$ cat src/rtl/pipe_stage_skid.sv
// Pipeline-stage register with a two-entry skid buffer, registered in_ready and synchronous flush.
// Optional counters are enabled by defining PIPE_STAGE_STATS_EN.
module pipe_stage_skid #(
    parameter int DATA_W              = 64,
    parameter int CTRL_W              = 12,
    parameter bit CLEAR_DATA_ON_FLUSH = 1'b1
) (
    input  logic              clk,
    input  logic              reset,
    input  logic              flush,
    input  logic              in_valid,
    output logic              in_ready,
    input  logic [CTRL_W-1:0] in_ctrl,
    input  logic [DATA_W-1:0] in_data,
    output logic              out_valid,
    input  logic              out_ready,
    output logic [CTRL_W-1:0] out_ctrl,
    output logic [DATA_W-1:0] out_data,
    output logic [1:0]        occupancy
`ifdef PIPE_STAGE_STATS_EN
    ,
    output logic [15:0]       stall_cycles,
    output logic [15:0]       flush_count
`endif
);

    typedef enum logic [1:0] {
        ST_EMPTY = 2'd0,
        ST_FULL  = 2'd1,
        ST_SKID  = 2'd2
    } state_e;

    state_e              state_q, state_d;
    logic                in_ready_q, in_ready_d;
    logic [CTRL_W-1:0]   main_ctrl_q, main_ctrl_d, skid_ctrl_q, skid_ctrl_d;
    logic [DATA_W-1:0]   main_data_q, main_data_d, skid_data_q, skid_data_d;
    logic                main_valid_s, skid_valid_s, in_fire_s, out_fire_s;
    logic [1:0]          occupancy_s;

    assign main_valid_s = (state_q == ST_FULL) || (state_q == ST_SKID);
    assign skid_valid_s = (state_q == ST_SKID);
    assign in_fire_s    = in_valid & in_ready_q;
    assign out_fire_s   = main_valid_s & out_ready;

    // State and storage registers; reset clears everything, including in_ready.
    always_ff @(posedge clk or negedge reset) begin
        if (!reset) begin
            state_q     <= ST_EMPTY;
            in_ready_q  <= 1'b0;
            main_ctrl_q <= '0;
            main_data_q <= '0;
            skid_ctrl_q <= '0;
            skid_data_q <= '0;
        end else begin
            state_q     <= state_d;
            in_ready_q  <= in_ready_d;
            main_ctrl_q <= main_ctrl_d;
            main_data_q <= main_data_d;
            skid_ctrl_q <= skid_ctrl_d;
            skid_data_q <= skid_data_d;
        end
    end

    // Next-state and datapath selection; flush overrides the handshake result.
    always_comb begin
        state_d     = state_q;
        main_ctrl_d = main_ctrl_q;
        main_data_d = main_data_q;
        skid_ctrl_d = skid_ctrl_q;
        skid_data_d = skid_data_q;
        case (state_q)
            ST_EMPTY: begin
                if (in_fire_s) begin
                    main_ctrl_d = in_ctrl;
                    main_data_d = in_data;
                    state_d     = ST_FULL;
                end else begin
                    state_d     = ST_EMPTY;
                end
            end
            ST_FULL: begin
                if (in_fire_s && out_fire_s) begin
                    main_ctrl_d = in_ctrl;
                    main_data_d = in_data;
                end else if (in_fire_s) begin
                    skid_ctrl_d = in_ctrl;
                    skid_data_d = in_data;
                    state_d     = ST_SKID;
                end else if (out_fire_s) begin
                    state_d     = ST_EMPTY;
                end else begin
                    state_d     = ST_FULL;
                end
            end
            ST_SKID: begin
                if (out_fire_s) begin
                    main_ctrl_d = skid_ctrl_q;
                    main_data_d = skid_data_q;
                    state_d     = ST_FULL;
                end else begin
                    state_d     = ST_SKID;
                end
            end
            default: begin
                state_d = ST_EMPTY;
            end
        endcase
        if (flush) begin
            state_d     = ST_EMPTY;
            main_ctrl_d = '0;
            skid_ctrl_d = '0;
            if (CLEAR_DATA_ON_FLUSH == 1'b1) begin
                main_data_d = '0;
                skid_data_d = '0;
            end else begin
                main_data_d = main_data_q;
                skid_data_d = skid_data_q;
            end
        end else begin
            state_d = state_d;
        end
        // Ready depends only on the next state, so there is no path from out_ready.
        in_ready_d = (state_d != ST_SKID);
    end

    // Occupancy decode from the current state.
    always_comb begin
        occupancy_s = 2'd0;
        case (state_q)
            ST_EMPTY: occupancy_s = 2'd0;
            ST_FULL:  occupancy_s = 2'd1;
            ST_SKID:  occupancy_s = 2'd2;
            default:  occupancy_s = 2'd0;
        endcase
    end

    assign in_ready  = in_ready_q;
    assign out_valid = main_valid_s;
    assign out_ctrl  = main_valid_s ? main_ctrl_q : {CTRL_W{1'b0}};
    assign out_data  = main_data_q;
    assign occupancy = occupancy_s;

`ifdef PIPE_STAGE_STATS_EN
    logic [15:0] stall_q, flush_cnt_q;

    // Saturating stall and flush counters.
    always_ff @(posedge clk or negedge reset) begin
        if (!reset) begin
            stall_q     <= 16'h0000;
            flush_cnt_q <= 16'h0000;
        end else begin
            if (main_valid_s && !out_ready && (stall_q != 16'hFFFF)) begin
                stall_q <= stall_q + 16'h0001;
            end else begin
                stall_q <= stall_q;
            end
            if (flush && (flush_cnt_q != 16'hFFFF)) begin
                flush_cnt_q <= flush_cnt_q + 16'h0001;
            end else begin
                flush_cnt_q <= flush_cnt_q;
            end
        end
    end

    assign stall_cycles = stall_q;
    assign flush_count  = flush_cnt_q;
`endif

    // skid_valid_s is kept for readability of the state decode.
    logic unused_s;
    assign unused_s = skid_valid_s;

endmodule

$ cat config.mk
export PLATFORM = sky130hd
export DESIGN_NAME = pipe_stage_skid
export DESIGN_NICKNAME = d
export VERILOG_FILES = /design/src/rtl/pipe_stage_skid.sv
export SDC_FILE = /design/constraint.sdc
export NUM_CORES = 1
export LEC_CHECK = 0
export ABC_AREA = 0
export BUFFER_PORTS_ARGS = -buffer_cell sky130_fd_sc_hd__buf_4
export CAP_MARGIN = 20
export CORE_ASPECT_RATIO = 1.25
export CORE_UTILIZATION = 30
export CTS_CLUSTER_DIAMETER = 50
export DETAILED_ROUTE_END_ITERATION = 7
export PLACE_DENSITY = 0.47
export SKIP_CTS_REPAIR_TIMING = 1
export SYNTH_ARGS = -nofsm -noshare
export SYNTH_HDL_FRONTEND = slang
export SYNTH_SLANG_ARGS = --single-unit
$ cat constraint.sdc
create_clock -name clk -period 2.94 [get_ports clk]
set_input_delay 0.294 -clock clk [delete_from_list [all_inputs] [get_ports clk]]
set_output_delay 0.294 -clock clk [all_outputs]
set_load 0.02 [all_outputs]
**After elaboration in Yosys (flattened, before gate mapping)**

Cells that the tools add are included.

- Bits in registers: 155
- Bits of input ports: 81
- Word-level logic and storage cells: 48

- Equal/unequal tests: 7
- Multiplexer cells: 25
- Bitwise logic cells: 2
- Reductions and logical operators: 8

Operator list:

| operator | count |
|---|---|
| $mux W64 | 7 |
| $pmux W64 S3 | 1 |
| $mux W12 | 8 |
| $pmux W12 S3 | 1 |
| $mux W2 | 4 |
| $ne A3 B2 Y1 const B | 2 |
| $pmux W2 S3 | 1 |
| $ne A2 B2 Y1 const B | 2 |
| $pmux W2 S2 | 1 |
| $reduce_and A4 Y1 | 1 |
| $reduce_bool A2 Y1 | 2 |
| $reduce_bool A4 Y1 | 1 |
| $ne A3 B3 Y1 const B | 1 |
| $reduce_and A3 Y1 | 1 |
| $and A1 B1 Y1 | 2 |
| $eq A2 B1 Y1 const B | 1 |
| $eq A2 B2 Y1 const B | 1 |
| $logic_not A2 Y1 | 1 |
| $mux W1 | 2 |
| $logic_and A1 B1 Y1 | 1 |
| $logic_or A1 B1 Y1 | 1 |

**Logic depth before layout (Yosys ltp)**

- Depth after elaboration: 9
- Mapped depth: 9
- Gate-level depth less buffers: 6

**Worst setup path before layout**

OpenSTA, ideal clock, no wires.

- Path type: register -> register
- Start point: register state_q[0]
- End point: register main_ctrl_q[8]
- Data arrival time: 1.976 ns
- Required time: 2.815 ns
- Setup slack: 0.839 ns
- Stages on the path, launching flop included: 9
- Path buffers: 2
- Period minus slack after synthesis: 2.101 ns
- Path through: dfrtp_1 inv_1 ha_1 and3_1 nand2_1 o311a_4 buf_6 buf_12 mux2_4

- Word-level cells in the longest chain between the ends: 6
- Elaborated cells between the ends (all ways): 13

RTL lines:

| item | line | text |
|---|---|---|
| start, declared | 33 | `state_e state_q, state_d;` |
| start signal, assigned | 55 | `state_q <= state_d;` |
| $eq A2 B1 Y1 / $eq A2 B2 Y1 (equally long branches) | 40 | `assign main_valid_s = (state_q == ST_FULL) \|\| (state_q == ST_SKID);` |
| $logic_or A1 B1 Y1 (*) | 40 |  |
| net out_valid | 15 | `output logic out_valid,` |
| $and A1 B1 Y1 (*) | 43 | `assign out_fire_s = main_valid_s & out_ready;` |
| $logic_and A1 B1 Y1 | 82 | `if (in_fire_s && out_fire_s) begin` |
| $ne A3 B2 Y1 (no line) | -- |  |
| $reduce_and A4 Y1 (no line) (*) | -- |  |
| end signal, assigned | 57 | `main_ctrl_q <= main_ctrl_d;` |
| end, declared | 35 | `logic [CTRL_W-1:0] main_ctrl_q, main_ctrl_d, skid_ctrl_q, skid_ctrl_d;` |

The timed path passes the listed nets; every way through them passes the cells marked *.
A chain may end at the register's enable or synchronous reset.

**Worst setup path in the final report**

- Start point: register state_q[1]
- End point: register main_data_q[43], in the netlist out_data[43]

- Word-level cells in the longest chain between the ends: 6
- Elaborated cells between the ends (all ways): 13

RTL lines:

| item | line | text |
|---|---|---|
| $eq A2 B1 Y1 / $eq A2 B2 Y1 (equally long branches) | 40, 71 |  |
| $logic_or A1 B1 Y1 | 40 |  |
| $and A1 B1 Y1 | 43 |  |
| $logic_and A1 B1 Y1 | 82 |  |
| $ne A3 B2 Y1 (no line) | -- |  |
| $reduce_and A4 Y1 (no line) | -- |  |
| end signal, assigned | 58 | `main_data_q <= main_data_d;` |
| end, declared | 36 | `logic [DATA_W-1:0] main_data_q, main_data_d, skid_data_q, skid_data_d;` |

Parallel ways exist; a longest one is shown, timed or not.

==> results.yml <==
status:
  status: "finished, final reports clean"
power:
  leakage_nw: 4.72
  vdd_drop_max_uv: 392
  pwr_density_cell_nw_per_um2: 594
clock_network:
  h-tree-depth: 4
  cts_sinks: 155
  clock_path_buffers: 2
  clkTransAtPathRegs_ns: 0.07
  cts_tree: "yes"
  cts_root_buf: "clkbuf_16"
  clk_latency_ns: 0.44
  numCtsBuffers: 17
detailed_routing:
  vias_per_cell: 4.52
  wl_per_cell_microns: 15.3
  met2_length_microns: 9420
  dr.pass1.iters: 4
  initialDrtViolationCount: 191
  dr_total_vias: 5777
  top_layer_used: "met4"
  detail-route-antenna-nets: 0
  drc_errors: 0
  wl_met1_microns: 8980
  wirelength_microns: 19500
  met3RoutedLength_microns: 854
die:
  initial_utilization_pct: 30.6
  dieWidth_microns: 148
  io_pins: 161
  die_area_sq_um: 27300
  fp-row-count: 66
  coreArea_sq_um: 26100
  die_height_microns: 184
sta:
  finalCritPeriodShare_pct: 82.6
  drv_slew: 0
  grt_setup_unrepaired: "false"
  max_slew_margin_pct: 53.0
  hold_violations: 0
  max_freq_ghz: 0.412
  fin_skew_ns: 0.00774
  period_needed_ns: 2.43
  setup_tns_ns: 0
  finalSetupViolations: 0
  holdWs_ns: 0.102
  worst_pin_slew_ns: 0.706
worst_setup_path:
  cp.arrival_ns: 2.74
  crit_slowest_cell: "o311a_4"
  cpPeakStageDelay_ns: 0.50
  cp-end-kind: "register"
  timing_worst_setup_path_type: "reg -> reg"
  cp.required_ns: 3.25
  cp-start-kind: "register"
  cp_max_fo: 22
  crit_chain: "inv_1, ha_1, nor2_1, o2111ai_2, o311a_4, buf_12, mux2_2"
logic_synthesis:
  synth_compound_area_share_pct: 5.68
  yosysSeqAreaShare_pct: 48.5
  synthTopCellsByArea: "dfrtp_1 (49%), mux2i_1 (9.5%), mux2_4 (7.5%), nand2_1 (7.3%), nor2b_1 (6.0%)"
  synth_cell_type_count: 27
  ys.flop_type: "dfrtp_1"
  synthSimpleGateAreaFrac_pct: 18.5
  synth-adder-area-share_pct: 0.783
  synthArstFlopShare_pct: 100
  syn_inst: 788
  synth_fp_nets: 874
  synth_top_family_by_area: "multiplexers"
  synth_top_area_share_pct: 48.5
  synth_top_area_cell: "dfrtp_1"
  muxShareOfSynthArea_pct: 22.1
  syn_area_per_cell_sq_um: 10.1
  yosysWarnings: 0
  synth-edff-count: 0
  ys_ff_latch: 155
  synthXorXnorAreaFrac_pct: 0
  syn_area_sq_um: 7990
hold_path:
  hold_path.class: "in -> reg"
global_route:
  grt_max_degree: 71
  grt_pass1_wl_microns: 31200
  grt_overflow: 0
  grt_pass1_vias: 5769
  grt_usage_pct: 14.8
  antenna_found_initial: 0
cells_and_area:
  area.growth.synth_to_final_pct: 28.2
  stdcell_area_sq_um: 10200
  postLayoutCoreUtil_pct: 39.2
  diodes: 0
  drive_gt1_share_pct: 30.7
  final_nets: 1010
  fin_cells: 1277
run:
  cap_violations: 0
place:
  gp_congestion: 0.673
  hpwl_microns: 12300
  post_dp_cell_area_sq_um: 9550
  io_buffers: 160
  dpl.cell_count: 1244
-- cells in the mapped netlist (all sizes together) (3+ instances only) --
cell type	instances
and2	13
a21oi	76
buf	36
mux2i	76
nand2	157
dfrtp	155
nand3	3
clkbuf	25
nor2	78
ha	5
nor2b	76
mux2	76
-- registers in the layout, summed over array words and instances, names as in the netlist --
| signal | count |
|---|---|
| out_data | 64 |
| skid_data_q | 64 |
| main_ctrl_q | 12 |
| state_q | 2 |
| skid_ctrl_q | 12 |
| in_ready | 1 |
-- logic make-up (layout without fill, tap and decap cells) --
| kind of cell | count (synthesis) | after routing |
|---|---|---|
| adders and majority gates | 5 | 5 |
| DFF | 155 | 155 |
| buffers and inverters | 63 | 212 |
| AOI/OAI and AO/OA | 83 | 83 |
| and+or+nand+nor | 330 | 330 |
| muxes | 152 | 152 |
-- cell usage in the layout, fill, tap and decap left out, types with 3 or more instances in the layout --
master     count
nor2b_1       76
dfrtp_1      155
buf_4        166
mux2_4        40
a21oi_1       76
bufinv_16      7
ha_1           4
nor2_1        78
clkbuf_1       3
mux2i_1       76
buf_12         9
nand2_1      156
clkbuf_16     17
and2_1        13
mux2_2        36
-- final timing paths --
check / startpoint / to / slack (ns) / cells after the start
setup / recovery: state_q[1]$_DFF_PN0_ / out_data[43]$_DFFE_PN0P_ / 0.51 / 7
hold / removal: in_data[62] / skid_data_q[62]$_DFFE_PN0P_ / 0.10 / 3
setup reg to reg: state_q[1]$_DFF_PN0_ / out_data[43]$_DFFE_PN0P_ / 0.51 / 7
hold reg to reg: skid_ctrl_q[3]$_DFFE_PN0P_ / skid_ctrl_q[3]$_DFFE_PN0P_ / 0.52 / 2
max in group asynchronous: reset / out_data[35]$_DFFE_PN0P_ / 1.71 / 3
min in group asynchronous: reset / skid_data_q[57]$_DFFE_PN0P_ / 0.41 / 2
-- layer usage --
metal	vias to the layer above	global-route usage, %
li1	2851	-
met1	2804	19.0
met2	104	24.0
met3	18	3.91
met4	0	5.07
met5	-	0
-- power breakdown --
group	switching [mW]	internal, mW	total [mW]
Sequential	0.0768	2.28	2.36
Clock	0.914	1.68	2.59
Combinational	0.590	0.540	1.13
-- critical path: cells and delay by family (launching register included) --
family / cells / cell delay, ns
compound gates: 2 / 0.69
fa+ha+maj: 1 / 0.36
buf+inv: 2 / 0.35
flops: 1 / 0.44
mux: 1 / 0.36
simple gates: 1 / 0.10
-- through the flow --
| step | total power [mW] | setup slack (ns) |
|---|---|---|
| floorplan | 3.11 | 0.839 |
| finish | 6.08 | 0.510 |
| detailed placement | 3.55 | 0.486 |
| global placement | 3.54 | 0.529 |
| global route | 6.35 | 0.335 |
| CTS | 6.19 | 0.472 |
-- final cells by class --
cell class	count	area [sq um]
Clock buffer	20	437
Tap cell	340	425
Clock inverter	12	244
Sequential cell	155	3880
Timing Repair Buffer	178	1460
Fill cell	2671	15900
Multi-Input combinational cell	570	3790
Inverter	2	7.51
Power figures use the tool's default switching activity.
